--- src/rtl/spi_flash_stream_reader_pkg.sv ---
// Shared definitions for the SPI flash stream reader: FSM state encoding,
// default READ opcode and command-phase geometry.
package spi_flash_stream_reader_pkg;

  typedef enum logic [1:0] {
    ST_IDLE = 2'd0,
    ST_CMD  = 2'd1,
    ST_DATA = 2'd2,
    ST_HOLD = 2'd3
  } state_e;

  // READ opcode of the frame-data flash
  localparam logic [7:0] READ_CMD_DEFAULT = 8'h03;

  // Opcode plus 24-bit address
  localparam int CMD_BITS = 32;

  // Receive-bit count that marks a complete byte sitting in the shifter
  localparam logic [3:0] BYTE_FULL = 4'd8;

endpackage

--- src/rtl/spi_flash_stream_reader_if.sv ---
// Request/status and byte-stream signals between the flash reader and its
// controller/consumer. The reader owns the master modport.
interface spi_flash_stream_reader_if #(
  parameter int ADDR_W = 24,
  parameter int LEN_W  = 16
);

  logic              start;
  logic [ADDR_W-1:0] start_addr;
  logic [LEN_W-1:0]  start_len;
  logic              busy;
  logic              done;
  logic [7:0]        data_out;
  logic              data_valid;
  logic              data_ready;

  modport master (
    input  start,
    input  start_addr,
    input  start_len,
    output busy,
    output done,
    output data_out,
    output data_valid,
    input  data_ready
  );

  modport slave (
    output start,
    output start_addr,
    output start_len,
    input  busy,
    input  done,
    input  data_out,
    input  data_valid,
    output data_ready
  );

endinterface

--- src/rtl/spi_flash_stream_reader_holding_reg.sv ---
// One-entry valid/ready output register. can_load is high when the entry is
// empty or is being consumed this cycle, so a new byte can replace the old
// one without a bubble.
module spi_byte_holding_reg (
  input  logic       clk_in,
  input  logic       rst,
  input  logic       load,
  input  logic [7:0] load_data,
  input  logic       ready,
  output logic [7:0] data,
  output logic       full,
  output logic       can_load
);

  logic [7:0] data_q, data_d;
  logic       valid_q, valid_d;

  // Consume on valid&ready, then let a same-cycle load take priority
  always_comb begin
    data_d  = data_q;
    valid_d = valid_q;
    if (valid_q && ready) begin
      valid_d = 1'b0;
    end
    if (load) begin
      data_d  = load_data;
      valid_d = 1'b1;
    end
  end

  // Holding register state
  always_ff @(posedge clk_in) begin
    if (rst) begin
      data_q  <= 8'h00;
      valid_q <= 1'b0;
    end else begin
      data_q  <= data_d;
      valid_q <= valid_d;
    end
  end

  assign data     = data_q;
  assign full     = valid_q;
  assign can_load = !valid_q || ready;

endmodule

--- src/rtl/spi_flash_stream_reader.sv ---
// SPI mode-0 master streaming a byte range out of the frame-data flash with
// the READ command. SCLK edges are paced by external divider strobes; a full
// byte in the shifter with the output register occupied holds SCLK low.
// ADDR_W must be 24 so that {opcode, address} fills the 32-bit command word.
module spi_flash_stream_reader
  import spi_flash_stream_reader_pkg::*;
#(
  parameter int         ADDR_W   = 24,
  parameter int         LEN_W    = 16,
  parameter logic [7:0] READ_CMD = READ_CMD_DEFAULT
) (
  input  logic                             clk_in,
  input  logic                             rst,
  input  logic                             tick_rise,
  input  logic                             tick_fall,
  spi_flash_stream_reader_if.master        bus,
  output logic                             spi_cs_n,
  output logic                             spi_sclk,
  output logic                             spi_mosi,
  input  logic                             spi_miso
);

  localparam logic [5:0] LAST_CMD_BIT = 6'(CMD_BITS - 1);

  state_e              state_q, state_d;
  logic                cs_n_q, cs_n_d;
  logic                sclk_q, sclk_d;
  logic                mosi_q, mosi_d;
  logic                busy_q, busy_d;
  logic                done_q, done_d;
  logic [CMD_BITS-1:0] cmd_sr_q, cmd_sr_d;
  logic [5:0]          bit_cnt_q, bit_cnt_d;
  logic [7:0]          rx_sr_q, rx_sr_d;
  logic [3:0]          rx_cnt_q, rx_cnt_d;
  logic [LEN_W-1:0]    remaining_q, remaining_d;

  logic                bit_edge;
  logic                rise_ok;
  logic                byte_done;
  logic [7:0]          byte_now;
  logic                hold_load;
  logic                hold_can_load;
  logic                hold_full;
  logic [7:0]          hold_data;

  // A bit edge is the falling half of an SCLK pulse; tick_fall beats tick_rise
  assign bit_edge = tick_fall && sclk_q;
  assign rise_ok  = tick_rise && !tick_fall && !sclk_q;

  // Next-state, SPI pin and byte-hand-off logic
  always_comb begin
    state_d     = state_q;
    cs_n_d      = cs_n_q;
    sclk_d      = sclk_q;
    mosi_d      = mosi_q;
    busy_d      = busy_q;
    done_d      = 1'b0;
    cmd_sr_d    = cmd_sr_q;
    bit_cnt_d   = bit_cnt_q;
    rx_sr_d     = rx_sr_q;
    rx_cnt_d    = rx_cnt_q;
    remaining_d = remaining_q;
    hold_load   = 1'b0;
    byte_done   = 1'b0;
    byte_now    = rx_sr_q;

    case (state_q)
      ST_IDLE: begin
        if (bus.start) begin
          if (bus.start_len != '0) begin
            cmd_sr_d    = {READ_CMD, bus.start_addr};
            remaining_d = bus.start_len;
            cs_n_d      = 1'b0;
            mosi_d      = READ_CMD[7];
            busy_d      = 1'b1;
            bit_cnt_d   = 6'd0;
            rx_cnt_d    = 4'd0;
            state_d     = ST_CMD;
          end else begin
            done_d = 1'b1;
          end
        end
      end

      ST_CMD: begin
        if (bit_edge) begin
          sclk_d    = 1'b0;
          cmd_sr_d  = cmd_sr_q << 1;
          bit_cnt_d = bit_cnt_q + 6'd1;
          if (bit_cnt_q == LAST_CMD_BIT) begin
            mosi_d  = 1'b0;
            state_d = ST_DATA;
          end else begin
            mosi_d = cmd_sr_q[CMD_BITS-2];
          end
        end else if (rise_ok) begin
          sclk_d = 1'b1;
        end
      end

      ST_DATA: begin
        if (bit_edge) begin
          sclk_d    = 1'b0;
          byte_now  = {rx_sr_q[6:0], spi_miso};
          rx_sr_d   = byte_now;
          rx_cnt_d  = rx_cnt_q + 4'd1;
          byte_done = (rx_cnt_q == BYTE_FULL - 4'd1);
        end else begin
          byte_done = (rx_cnt_q == BYTE_FULL);
          if (rise_ok && !byte_done) begin
            sclk_d = 1'b1;
          end
        end
        if (byte_done && hold_can_load) begin
          hold_load   = 1'b1;
          rx_cnt_d    = 4'd0;
          remaining_d = remaining_q - LEN_W'(1);
          if (remaining_q == LEN_W'(1)) begin
            state_d = ST_HOLD;
          end
        end
      end

      ST_HOLD: begin
        sclk_d = 1'b0;
        if (tick_rise && !tick_fall) begin
          cs_n_d  = 1'b1;
          done_d  = 1'b1;
          busy_d  = 1'b0;
          state_d = ST_IDLE;
        end
      end

      default: begin
        state_d = ST_IDLE;
      end
    endcase
  end

  // State and SPI pin registers
  always_ff @(posedge clk_in) begin
    if (rst) begin
      state_q     <= ST_IDLE;
      cs_n_q      <= 1'b1;
      sclk_q      <= 1'b0;
      mosi_q      <= 1'b0;
      busy_q      <= 1'b0;
      done_q      <= 1'b0;
      cmd_sr_q    <= '0;
      bit_cnt_q   <= 6'd0;
      rx_sr_q     <= 8'h00;
      rx_cnt_q    <= 4'd0;
      remaining_q <= '0;
    end else begin
      state_q     <= state_d;
      cs_n_q      <= cs_n_d;
      sclk_q      <= sclk_d;
      mosi_q      <= mosi_d;
      busy_q      <= busy_d;
      done_q      <= done_d;
      cmd_sr_q    <= cmd_sr_d;
      bit_cnt_q   <= bit_cnt_d;
      rx_sr_q     <= rx_sr_d;
      rx_cnt_q    <= rx_cnt_d;
      remaining_q <= remaining_d;
    end
  end

  spi_byte_holding_reg u_hold (
    .clk_in    (clk_in),
    .rst       (rst),
    .load      (hold_load),
    .load_data (byte_now),
    .ready     (bus.data_ready),
    .data      (hold_data),
    .full      (hold_full),
    .can_load  (hold_can_load)
  );

  assign bus.busy       = busy_q;
  assign bus.done       = done_q;
  assign bus.data_out   = hold_data;
  assign bus.data_valid = hold_full;
  assign spi_cs_n       = cs_n_q;
  assign spi_sclk       = sclk_q;
  assign spi_mosi       = mosi_q;

endmodule

--- src/flat_wrapper.sv ---
// flat-port wrapper written by rule: the top's interface ports become plain ports
module spi_flash_stream_reader_flat import spi_flash_stream_reader_pkg::*;
#(
  parameter int         ADDR_W   = 24,
  parameter int         LEN_W    = 16,
  parameter logic [7:0] READ_CMD = READ_CMD_DEFAULT
)
  (clk_in, rst, tick_rise, tick_fall, spi_cs_n, spi_sclk, spi_mosi, spi_miso, bus_start, bus_start_addr, bus_start_len, bus_busy, bus_done, bus_data_out, bus_data_valid, bus_data_ready);
  spi_flash_stream_reader_if #(.ADDR_W(ADDR_W), .LEN_W(LEN_W)) bus_i ();
  input  logic clk_in;
  input  logic rst;
  input  logic tick_rise;
  input  logic tick_fall;
  output logic spi_cs_n;
  output logic spi_sclk;
  output logic spi_mosi;
  input  logic spi_miso;
  input wire logic [$bits(bus_i.start)-1:0] bus_start;
  input wire logic [$bits(bus_i.start_addr)-1:0] bus_start_addr;
  input wire logic [$bits(bus_i.start_len)-1:0] bus_start_len;
  output wire logic [$bits(bus_i.busy)-1:0] bus_busy;
  output wire logic [$bits(bus_i.done)-1:0] bus_done;
  output wire logic [$bits(bus_i.data_out)-1:0] bus_data_out;
  output wire logic [$bits(bus_i.data_valid)-1:0] bus_data_valid;
  input wire logic [$bits(bus_i.data_ready)-1:0] bus_data_ready;
  assign bus_i.start = bus_start;
  assign bus_i.start_addr = bus_start_addr;
  assign bus_i.start_len = bus_start_len;
  assign bus_busy = bus_i.busy;
  assign bus_done = bus_i.done;
  assign bus_data_out = bus_i.data_out;
  assign bus_data_valid = bus_i.data_valid;
  assign bus_i.data_ready = bus_data_ready;
  spi_flash_stream_reader #(.ADDR_W(ADDR_W), .LEN_W(LEN_W), .READ_CMD(READ_CMD)) u_core (.clk_in(clk_in), .rst(rst), .tick_rise(tick_rise), .tick_fall(tick_fall), .bus(bus_i), .spi_cs_n(spi_cs_n), .spi_sclk(spi_sclk), .spi_mosi(spi_mosi), .spi_miso(spi_miso));
endmodule
--- config.mk ---
export PLATFORM = sky130hd
export DESIGN_NAME = spi_flash_stream_reader_flat
export DESIGN_NICKNAME = d
export VERILOG_FILES = /design/src/rtl/spi_flash_stream_reader_pkg.sv /design/src/rtl/spi_flash_stream_reader_if.sv /design/src/rtl/spi_flash_stream_reader_holding_reg.sv /design/src/rtl/spi_flash_stream_reader.sv /design/src/flat_wrapper.sv
export SDC_FILE = /design/constraint.sdc
export NUM_CORES = 1
export LEC_CHECK = 0
export BUFFER_PORTS_ARGS = -buffer_cell sky130_fd_sc_hd__buf_2
export CORE_MARGIN = 2
export CORE_UTILIZATION = 35
export DETAILED_ROUTE_END_ITERATION = 16
export MAX_ROUTING_LAYER = met4
export PLACE_DENSITY = 0.57
export SKIP_CTS_REPAIR_TIMING = 1
export SLEW_MARGIN = 20
export SYNTH_ARGS = -nofsm -noshare
export SYNTH_HDL_FRONTEND = slang
export SYNTH_HIERARCHICAL = 1
export SYNTH_SLANG_ARGS = --single-unit
export TNS_END_PERCENT = 50
--- constraint.sdc ---
create_clock -name clk_in -period 3.5 [get_ports clk_in]
set_input_delay 0.175 -clock clk_in [delete_from_list [all_inputs] [get_ports clk_in]]
set_output_delay 0.175 -clock clk_in [all_outputs]
set_load 0.005 [all_outputs]
### After elaboration in Yosys (flattened, before gate mapping)

Cells that the tools add are included.

* register bits after elaboration: 81
* input bits: 47
* output and inout bits: 14
* logic and storage cells: 110

* $add $sub $neg: 3
* equal/unequal tests: 17
* multiplexer cells: 53
* reduce and logical (&&, ||, !) cells: 24

Operator list (count)
* $mux 31: 3
* $pmux 31 s2: 1
* $mux 16: 3
* $pmux 16 s2: 1
* $mux 1: 21
* $mux 6: 3
* $eq 16x1->1 const B: 1
* $mux 4: 4
* $mux 8: 2
* $reduce_and 4->1: 4
* $reduce_bool 16->1: 1
* $sub 16x1->16 const B: 1
* $mux 2: 7
* $ne 2x1->1 const B: 6
* $pmux 6 s2: 1
* $ne 3x1->1 const B: 3
* $pmux 1 s2: 4
* $pmux 2 s4: 1
* $pmux 4 s2: 1
* $reduce_bool 2->1: 4
* $reduce_and 7->1: 1
* $add 6x1->6 const B: 1
* $eq 6x5->1 const B: 1
* $logic_and 1x1->1: 6
* 12 further kinds: 16

### Depth between registers and ports, before layout

Gate-level depths: netlist of the first run.

* depth in word-level cells: 7
* gate-level depth with buffers: 9
* mapped depth without buffers: 7

### By module

The synthesis of the first run kept the hierarchy.

By module, submodules not included
* spi_flash_stream_reader: instances 1, cells an instance 444, area each 3801.1 um^2, sequential area each 1441.4 um^2
* spi_byte_holding_reg: instances 1, cells an instance 30, area each 321.6 um^2, sequential area each 180.2 um^2

### Worst setup path after synthesis of the first run

Ideal clock, no wire load.

* path type: reg-to-reg
* start point: register u_core.state_q[0]
* end point: register u_core.cmd_sr_q[10]
* setup time: 137 ps
* arrival: 1996 ps
* required time: 3363 ps
* path slack: 1366 ps
* stages on the path, launching flop included: 9
* path buffers: 2
* clock period less this slack: 2134 ps
* cells stage by stage: dfxtp_1 > inv_1 > ha_1 > nor4b_1 > and4_1 > a21boi_1 > clkbuf_1 > clkbuf_1 > a211oi_1

* longest elaborated chain between the ends: 3
* elaborated cells between the ends (all ways): 8
* those cells by class: eq/ne (4); mux (1); reduce/logical (3)

Ends and longest elaborated chain
* start, declared: line spi_flash_stream_reader.sv:25 `state_e state_q, state_d;`
* start signal, assigned: line spi_flash_stream_reader.sv:155 `state_q <= state_d;`
* $eq 2x1->1 or $logic_not 2->1 (tied branches): line spi_flash_stream_reader.sv:67 `case (state_q)`
* $ne 2x1->1 (no source line), or another cell as far along
* $reduce_and 4->1 (no source line)
* end signal, assigned: line spi_flash_stream_reader.sv:161 `cmd_sr_q <= cmd_sr_d;`
* end, declared: line spi_flash_stream_reader.sv:31 `logic [CMD_BITS-1:0] cmd_sr_q, cmd_sr_d;`

Several ways; a longest one is shown, not always the timed one.
A chain may end at the register's enable or synchronous reset.

### Worst setup path in the final report of the first run

* start point: register u_core.state_q[0]
* end point: register u_core.rx_cnt_q[0]

* longest elaborated chain between the ends: 3
* elaborated cells between the ends (all ways): 8
* those cells by class: eq/ne (4); mux (1); reduce/logical (3)

Ends and longest elaborated chain
* $eq 2x2->1 or $logic_not 2->1 (tied branches): line spi_flash_stream_reader.sv:67
* $ne 3x1->1 (no source line), or another cell as far along
* $reduce_and 4->1 (no source line)
* end signal, assigned: line spi_flash_stream_reader.sv:164 `rx_cnt_q <= rx_cnt_d;`
* end, declared: line spi_flash_stream_reader.sv:34 `logic [3:0] rx_cnt_q, rx_cnt_d;`

Several ways; a longest one is shown, not always the timed one.

==> flow_summary.json, run 1 <==
{
  "synth-compound-area-share_pct": 21.9,
  "synth_cells": 474,
  "fmax_mhz": 388,
  "wl_um": 10300,
  "grt_pass1_vias": 3556,
  "synth_edf_count": 0,
  "worstPathRequired_ns": 3.73,
  "cap_viol_max_count": 0,
  "cts_tree": "built",
  "clock_skew_ns": 0.00590,
  "yosysUniqueCellTypes": 62,
  "grt_pass1_wl_um": 17500,
  "grt_max_degree": 61,
  "yosysTopAreaCellShare_pct": 39.3,
  "synthMuxAreaShare_pct": 10.7,
  "synth_ff_type": "dfxtp_1",
  "synth-xor-area-share_pct": 0.212,
  "ys_top_cells_by_area": "dfxtp_1 (39%), mux2i_1 (8.0%), a211oi_1 (4.7%)",
  "synth_fp_nets": 531,
  "synth_area_mm2": 0.00412,
  "path_max_fanout": 24,
  "power.density_mw_per_mm2": 825,
  "slew_headroom_pct": 48.7,
  "clock_latency_ns": 0.34,
  "tns_ns": 0,
  "h-tree-depth": 3,
  "synth_top_family_by_area": "compound AO/OA/AOI/OAI gates",
  "final_cell_count_no_fill": 667,
  "die_x_um": 113,
  "crit_type": "register to register",
  "fin_crit_ns": 2.58,
  "slew_viol_final": 0,
  "hold_violations": 0,
  "tightest_slew_ns": 0.765,
  "synth_area_leader_cell": "dfxtp_1",
  "placementRows": 39,
  "io_pins": 61,
  "finalInstanceArea_mm2": 0.00487,
  "hold_class": "input pin to register",
  "clk_transition_reported_paths_ns": 0.06,
  "clockBufferDepth": 2,
  "antenna_found_initial": 0,
  "num_vias": 3614,
  "start_util_pct": 36.0,
  "cts_buffers": 9,
  "rsz0062_at_grt": "no",
  "fin_nets": 576,
  "place_area_mm2": 0.00453,
  "critPathLaunchType": "register",
  "drt_iter0_drc": 231,
  "drt-pass1-iter-count": 4,
  "ant_nets": 0,
  "fin_hold_ws_ns": 0.108,
  "finish.utilization_pct": 42.5,
  "end_kind": "register",
  "synth-seq-cells": 81,
  "leakage_uw": 0.00183,
  "die_y_um": 113,
  "port_buffers": 60,
  "ir_drop_uv": 398,
  "yosysWarnings": 6,
  "vias_per_cell": 5.42,
  "die_area_mm2": 0.0127,
  "outcome": "finished, final reports clean",
  "drive_above_1_share_pct": 20.0,
  "avgSynthCellArea_um2": 8.70,
  "place_inst": 651,
  "fill_cells": 1154,
  "drc_errors": 0,
  "setup_violations": 0,
  "hpwl_um": 7060,
  "synthArstFlopShare_pct": 0,
  "fin_crit_sh_pct": 73.6,
  "finalWeightedCongestion": 0.830,
  "grt.total_usage_pct": 17.4,
  "layout_commonest_cell": "dfxtp_1",
  "core_mm2": 0.0115,
  "gr-total-overflow": 0,
  "yosysSeqAreaShare_pct": 39.3,
  "cts_root_buffer": "clkbuf_16",
  "critPathArrivalTime_ns": 2.81,
  "synthAdderAreaFrac_pct": 3.03,
  "syn_to_final_growth_pct": 18.2,
  "synth-simple-area-share_pct": 20.3,
  "antenna_cells": 0,
  "final_cell_mix": "dfxtp_1 (81), buf_2 (60), nor2_1 (50), a21oi_1 (38), mux2i_1 (33)",
  "wl_per_cell_um": 15.4,
  "clock-sinks": 81
}
## power breakdown
part           internal [uW]  total, uW  switching [uW]  leakage (uW)
combinational            594       1600            1000       0.00101
clock                    700       1100             396      0.000159
sequential              1160       1330             164      0.000662
total                   2460       4020            1560       0.00183
## metrics by stage
step	worst slack [ns]	power [uW]
4_1_cts	0.952	4060
2_1_floorplan	1.37	2560
6_report	0.922	4020
5_1_grt	0.673	4320
3_5_place_dp	0.978	2940
3_3_place_gp	1.03	2900
## synth_stat cells (3+ instances only)
| cell | instances |
|---|---|
| nor2b_1 | 6 |
| o32ai_1 | 5 |
| nand3_1 | 7 |
| nor4_1 | 9 |
| o21ai_0 | 10 |
| nor3_1 | 9 |
| mux2i_1 | 33 |
| buf_2 | 5 |
| o31ai_1 | 7 |
| a31oi_1 | 4 |
| o21ai_1 | 9 |
| and3_1 | 3 |
| nand4_1 | 4 |
| a21oi_1 | 38 |
| mux2_2 | 10 |
| and2_1 | 11 |
| inv_1 | 10 |
| or3_1 | 8 |
| or4_1 | 5 |
| o311ai_0 | 5 |
| a211oi_1 | 26 |
| buf_1 | 3 |
| nand2_1 | 31 |
| nand2b_1 | 7 |
| clkbuf_1 | 24 |
| ha_1 | 10 |
| o211ai_1 | 4 |
| dfxtp_1 | 81 |
| nor2_1 | 50 |
## worst max-delay path, stage by stage (launching register included)
cell and delay [ns]:
dfxtp_1 0.33, inv_1 0.13, ha_1 0.33, nor4b_1 0.37, nand4_1 0.24, o21ai_1 0.23
buf_4 0.29, nand2b_1 0.19, mux2_2 0.35
## cells by family (layout without fill, tap and decap cells)
logic type,Yosys count,count (layout)
buffers and inverters,45,95
flip-flops,81,81
XOR/XNOR,1,1
AND/OR/NAND/NOR,163,163
adder cells (fa/ha/maj),10,10
AO/OA/AOI/OAI,131,131
multiplexers,43,43
## flip-flops by register name, indices dropped and copies added (netlist names)
| name | flops |
|---|---|
| u_core/bit_cnt_q | 6 |
| u_core/bus.busy | 1 |
| u_core/bus.done | 1 |
| u_core/cmd_sr_q | 31 |
| u_core/remaining_q | 16 |
| u_core/rx_cnt_q | 4 |
| u_core/rx_sr_q | 8 |
| u_core/spi_cs_n | 1 |
| u_core/spi_mosi | 1 |
| u_core/spi_sclk | 1 |
| u_core/state_q | 2 |
| u_core/u_hold/data | 8 |
| u_core/u_hold/full | 1 |
## cell type report
cell class	instances	area (um^2)	share of cell area (%)
multi-input cells	348	2330	47.8
clock inverters	6	114	2.34
repair buffers	68	360	7.39
clock buffers	10	229	4.70
flip-flops and latches	81	1620	33.3
inverters	11	41.3	0.847
well taps	143	179	3.67
## metal layers
metal | routed length, um | vias up | global-route usage (%)
li1 | - | 1841 | -
met1 | 4910 | 1663 | 22.2
met2 | 4650 | 91 | 26.8
met3 | 507 | 19 | 3.89
met4 | 233 | 0 | 7.32
met5 | 0 | - | -
## path summary, 6_finish.rpt
check,startpoint,end,slack [ns],cells after the start
worst min register to register,u_core/cmd_sr_q[28],u_core/cmd_sr_q[29],0.45,2
worst max register to register,u_core/state_q[0],u_core/rx_cnt_q[0],0.92,8
worst min-delay path,bus_start_addr[0],u_core/cmd_sr_q[0],0.11,3
worst max-delay path,u_core/state_q[0],u_core/rx_cnt_q[0],0.92,8
Power figures use the tool's default switching activity.
==> run 2: changes to the inputs <==
--- a/config.mk
+++ b/config.mk
@@ -10,7 +10,7 @@
 export CORE_UTILIZATION = 35
 export DETAILED_ROUTE_END_ITERATION = 16
 export MAX_ROUTING_LAYER = met4
-export PLACE_DENSITY = 0.57
+export PLACE_DENSITY = 0.59
 export SKIP_CTS_REPAIR_TIMING = 1
 export SLEW_MARGIN = 20
 export SYNTH_ARGS = -nofsm -noshare
==> constraint.sdc (replaced) <==
create_clock -name clk_in -period 2.2 [get_ports clk_in]
set_input_delay 0.11 -clock clk_in [delete_from_list [all_inputs] [get_ports clk_in]]
set_output_delay 0.11 -clock clk_in [all_outputs]
set_load 0.005 [all_outputs]
==> run 2 against run 1 <==
Global-route usage increased by 0.25 points. Final cell count increased by 3.3%. Via count increased by 4.6%.
==> flow_summary.json, run 2 (synthesis gave the netlist of run 1 again) <==
{
  "die_x_um": 113,
  "worstSetupStartpoint": "u_core/state_q[0]",
  "worstPathRequired_ns": 2.44,
  "outcome": "finished, final reports clean",
  "grt_max_degree": 61,
  "end_kind": "register",
  "hold_class": "input pin to register",
  "wl_um": 10700,
  "finalWeightedCongestion": 0.859,
  "port_buffers": 60,
  "die_area_mm2": 0.0127,
  "path_max_fanout": 5,
  "vias_per_cell": 5.49,
  "slowest_delay_ns": 0.34,
  "fin_crit_sh_pct": 95.0,
  "regMostFlops": "u_core/cmd_sr_q",
  "setup_slack_ns": 0.111,
  "dp_slack_ns": -0.00879,
  "drt_iter0_drc": 225,
  "syn_to_final_growth_pct": 23.6,
  "cp.buffers_inverters": 2,
  "ant_nets": 0,
  "r2r-start": "u_core/state_q[0]",
  "fmax_mhz": 479,
  "slew_viol_final": 0,
  "power.density_mw_per_mm2": 1330,
  "wl_per_cell_um": 15.5,
  "crit_type": "register to register",
  "critPathLaunchType": "register",
  "cp_top_family": "simple AND/OR/NAND/NOR gates",
  "grt.total_usage_pct": 17.7,
  "setup_violations": 0,
  "largestRegisters": "u_core/cmd_sr_q x31, u_core/remaining_q x16",
  "clock_skew_ns": 0.00666,
  "io_pins": 61,
  "fill_cells": 1132,
  "drt-pass1-iter-count": 4,
  "largest_reg_flops": 31,
  "cap_viol_max_count": 0,
  "placementRows": 39,
  "ir_drop_uv": 921,
  "cts_buffers": 9,
  "clockBufferDepth": 2,
  "finish.utilization_pct": 44.4,
  "layout_commonest_cell": "dfxtp_1",
  "tightest_slew_ns": 0.699,
  "cp_slowest_cell": "dfxtp_1",
  "fin_nets": 598,
  "final_cell_mix": "dfxtp_1 (81), buf_2 (60), nor2_1 (49), a21oi_1 (37), mux2i_1 (33)",
  "slew_headroom_pct": 53.1,
  "h-tree-depth": 3,
  "clock_latency_ns": 0.35,
  "rsz0062_at_grt": "no",
  "antenna_found_initial": 0,
  "hold_violations": 0,
  "core_mm2": 0.0115,
  "cts_root_buffer": "clkbuf_16",
  "drc_errors": 0,
  "hp-start": "bus_start_addr[0]",
  "cts_tree": "built",
  "grt_pass1_vias": 3590,
  "num_vias": 3781,
  "hpwl_um": 7360,
  "gr-total-overflow": 0,
  "die_y_um": 113,
  "critPathArrivalTime_ns": 2.33,
  "antenna_cells": 0,
  "start_util_pct": 36.0,
  "leakage_uw": 0.00197,
  "clk_transition_reported_paths_ns": 0.06,
  "drive_above_1_share_pct": 25.3,
  "grt_pass1_wl_um": 17600,
  "fin_crit_ns": 2.09,
  "worstPathCellList": "inv_2, ha_1, nor4b_4, nand4_1, o21ai_2, buf_4, nand2b_1, mux2_2",
  "clock-sinks": 81
}
==> run 2: layout make-up <==
cell class	count	area, um^2	area share (%)
tap	143	179	3.51
timing repair buffer	90	568	11.1
multi-input combinational	348	2370	46.5
inverter	11	41.3	0.810
clock inverter	5	61.3	1.20
clock buffer	11	253	4.96
sequential	81	1620	31.8
==> run 2: path summary, 6_finish.rpt <==
| check | to | slack (ns) | cells past startpoint |
|---|---|---|---|
| max | u_core/rx_cnt_q[0] | 0.11 | 8 |
| min | u_core/cmd_sr_q[0] | 0.05 | 3 |
| max reg2reg | u_core/rx_cnt_q[0] | 0.11 | 8 |
| min reg2reg | u_core/cmd_sr_q[26] | 0.46 | 2 |
==> run 2: worst reg2reg max path: stages (launching register included) <==
cell and delay (ns):
dfxtp_1 0.34, inv_2 0.10, ha_1 0.19, nor4b_4 0.21, nand4_1 0.24, o21ai_2 0.25
buf_4 0.15, nand2b_1 0.15, mux2_2 0.34
==> run 2: routing by layer <==
metal / track usage [%] / wire length, um
met1: 22.5 / 4940
met2: 27.1 / 4950
met5: - / 0
met3: 5.18 / 560
met4: 5.85 / 209
==> run 2: metrics by stage <==
| step | total power, uW | instance area (um^2) | hold WS [ns] | cells | TNS (ns) |
|---|---|---|---|---|---|
| floorplan | 4080 | 4120 | 0.254 | 474 | 0 |
| global placement | 4930 | 4700 | 0.392 | 670 | 0 |
| detailed placement | 4980 | 4700 | 0.415 | 670 | -0.00879 |
| CTS | 6600 | 5010 | 0.0415 | 686 | -0.0211 |
| global route | 7220 | 5090 | 0.0563 | 689 | 0 |
| finish | 6770 | 5090 | 0.0507 | 689 | 0 |
==> run 2: power by group <==
part	switching (uW)	internal, uW
registers	252	1850
clock network	629	949
logic	1740	1340
==> run 3: changes to the inputs <==
--- a/config.mk
+++ b/config.mk
@@ -6,6 +6,7 @@
 export NUM_CORES = 1
 export LEC_CHECK = 0
 export BUFFER_PORTS_ARGS = -buffer_cell sky130_fd_sc_hd__buf_2
+export CORE_ASPECT_RATIO = 1.75
 export CORE_MARGIN = 2
 export CORE_UTILIZATION = 35
 export DETAILED_ROUTE_END_ITERATION = 16
==> run 3 against run 2 <==
Clock power is 8% lower. Sequential power hardly changed. Cell area is 2.1% higher. Hold slack worse by 0.0020 ns. Critical path depth is 3 lower. First-iteration DRC count is 26% lower. Critical path type unchanged.
==> flow_summary.json, run 3 (synthesis gave the netlist of run 1 again) <==
{
  "regMostFlops": "u_core/cmd_sr_q",
  "drt-pass1-iter-count": 4,
  "drive_above_1_share_pct": 26.8,
  "outcome": "finished, final reports clean",
  "final_cell_mix": "dfxtp_1 (79), buf_2 (60), nor2_1 (50), a21oi_1 (37), buf_4 (34)",
  "fmax_mhz": 480,
  "grt.total_usage_pct": 18.5,
  "power.density_mw_per_mm2": 1330,
  "layout_commonest_cell": "dfxtp_1",
  "syn_to_final_growth_pct": 26.1,
  "io_pins": 61,
  "wl_per_cell_um": 16.2,
  "critPathArrivalTime_ns": 2.34,
  "wl_um": 11200,
  "crit_type": "register to register",
  "setup_violations": 0,
  "die_x_um": 86.0,
  "start_util_pct": 35.8,
  "num_vias": 3866,
  "finalInstanceArea_mm2": 0.00520,
  "slew_headroom_pct": 54.5,
  "slew_viol_final": 0,
  "clock_latency_ns": 0.34,
  "path_max_fanout": 4,
  "core_mm2": 0.0115,
  "drc_errors": 0,
  "end_kind": "register",
  "finalWeightedCongestion": 0.879,
  "tightest_slew_ns": 0.682,
  "antenna_cells": 0,
  "place_area_mm2": 0.00476,
  "hold_depth": 3,
  "clock-sinks": 81,
  "vias_per_cell": 5.59,
  "clockBufferDepth": 2,
  "hpwl_um": 7870,
  "r2r_cells": 5,
  "ant_nets": 0,
  "hold_violations": 0,
  "placementRows": 52,
  "worstSetupStartpoint": "u_core/remaining_q[8]",
  "hp-start": "bus_start_addr[0]",
  "antenna_found_initial": 0,
  "clk_transition_reported_paths_ns": 0.06,
  "place_inst": 672,
  "grt_max_degree": 61,
  "fin_crit_ns": 2.08,
  "port_buffers": 60,
  "ir_drop_uv": 760,
  "clock_skew_ns": 0.00641,
  "h-tree-depth": 3,
  "worstPathRequired_ns": 2.45,
  "cts_root_buffer": "clkbuf_16",
  "r2r-start": "u_core/remaining_q[8]",
  "largest_reg_flops": 31,
  "grt_pass1_vias": 3941,
  "die_area_mm2": 0.0127,
  "fin_nets": 610,
  "cts_buffers": 9,
  "cap_viol_max_count": 0,
  "fin_crit_sh_pct": 94.7,
  "leakage_uw": 0.00203,
  "final_cell_count_no_fill": 692,
  "critPathLaunchType": "register",
  "drt_iter0_drc": 167,
  "grt_pass1_wl_um": 18400,
  "die_y_um": 148,
  "cts_tree": "built",
  "largestRegisters": "u_core/cmd_sr_q x31, u_core/remaining_q x16",
  "gr-total-overflow": 0,
  "hold_class": "input pin to register",
  "fin_hold_ws_ns": 0.0487
}
==> run 3: power breakdown <==
group          internal [uW]  total (uW)  switching (uW)
Clock                    868        1450             582
Combinational           1520        3370            1850
Sequential              1850        2080             234
Total                   4240        6910            2670
==> run 3: per-layer routing <==
metal	global-route usage, %	vias to the layer above	wire length (um)
li1	-	1911	-
met1	20.4	1822	4590
met2	32.2	109	5970
met3	3.07	24	398
met4	8.49	0	270
met5	-	-	0
==> run 3: path summary, 6_finish.rpt <==
check,end,slack [ns]
max,u_core/state_q[0],0.12
min,u_core/cmd_sr_q[0],0.05
max reg2reg,u_core/state_q[0],0.12
min reg2reg,u_core/cmd_sr_q[29],0.45
==> run 3: final cells by class <==
type / instances / area (um^2)
clock buffer: 11 / 233
clock inverter: 4 / 45.0
fill: 1095 / 6320
inverter: 11 / 41.3
multi-input combinational: 348 / 2390
sequential: 81 / 1620
tap: 135 / 169
timing repair buffer: 102 / 699
==> run 3: critical path, stage by stage, from the launching register on <==
cell and delay [ns]:
dfxtp_1 0.31, or4_4 0.57, or2_1 0.29, o41ai_4 0.36
nand4_1 0.22, a211oi_2 0.25
==> run 3: metrics by stage <==
stage                     worst slack (ns)  utilization, %  total power [uW]  TNS [ns]
after floorplan                     0.0661               -              4080         0
after global placement              0.0695            41.4              5000         0
after detailed placement            0.0234            41.4              5070         0
after CTS                         -0.00316            43.8              6550  -0.00316
after global routing               -0.0586            45.2              7400   -0.0797
final                                0.116            45.2              6910         0
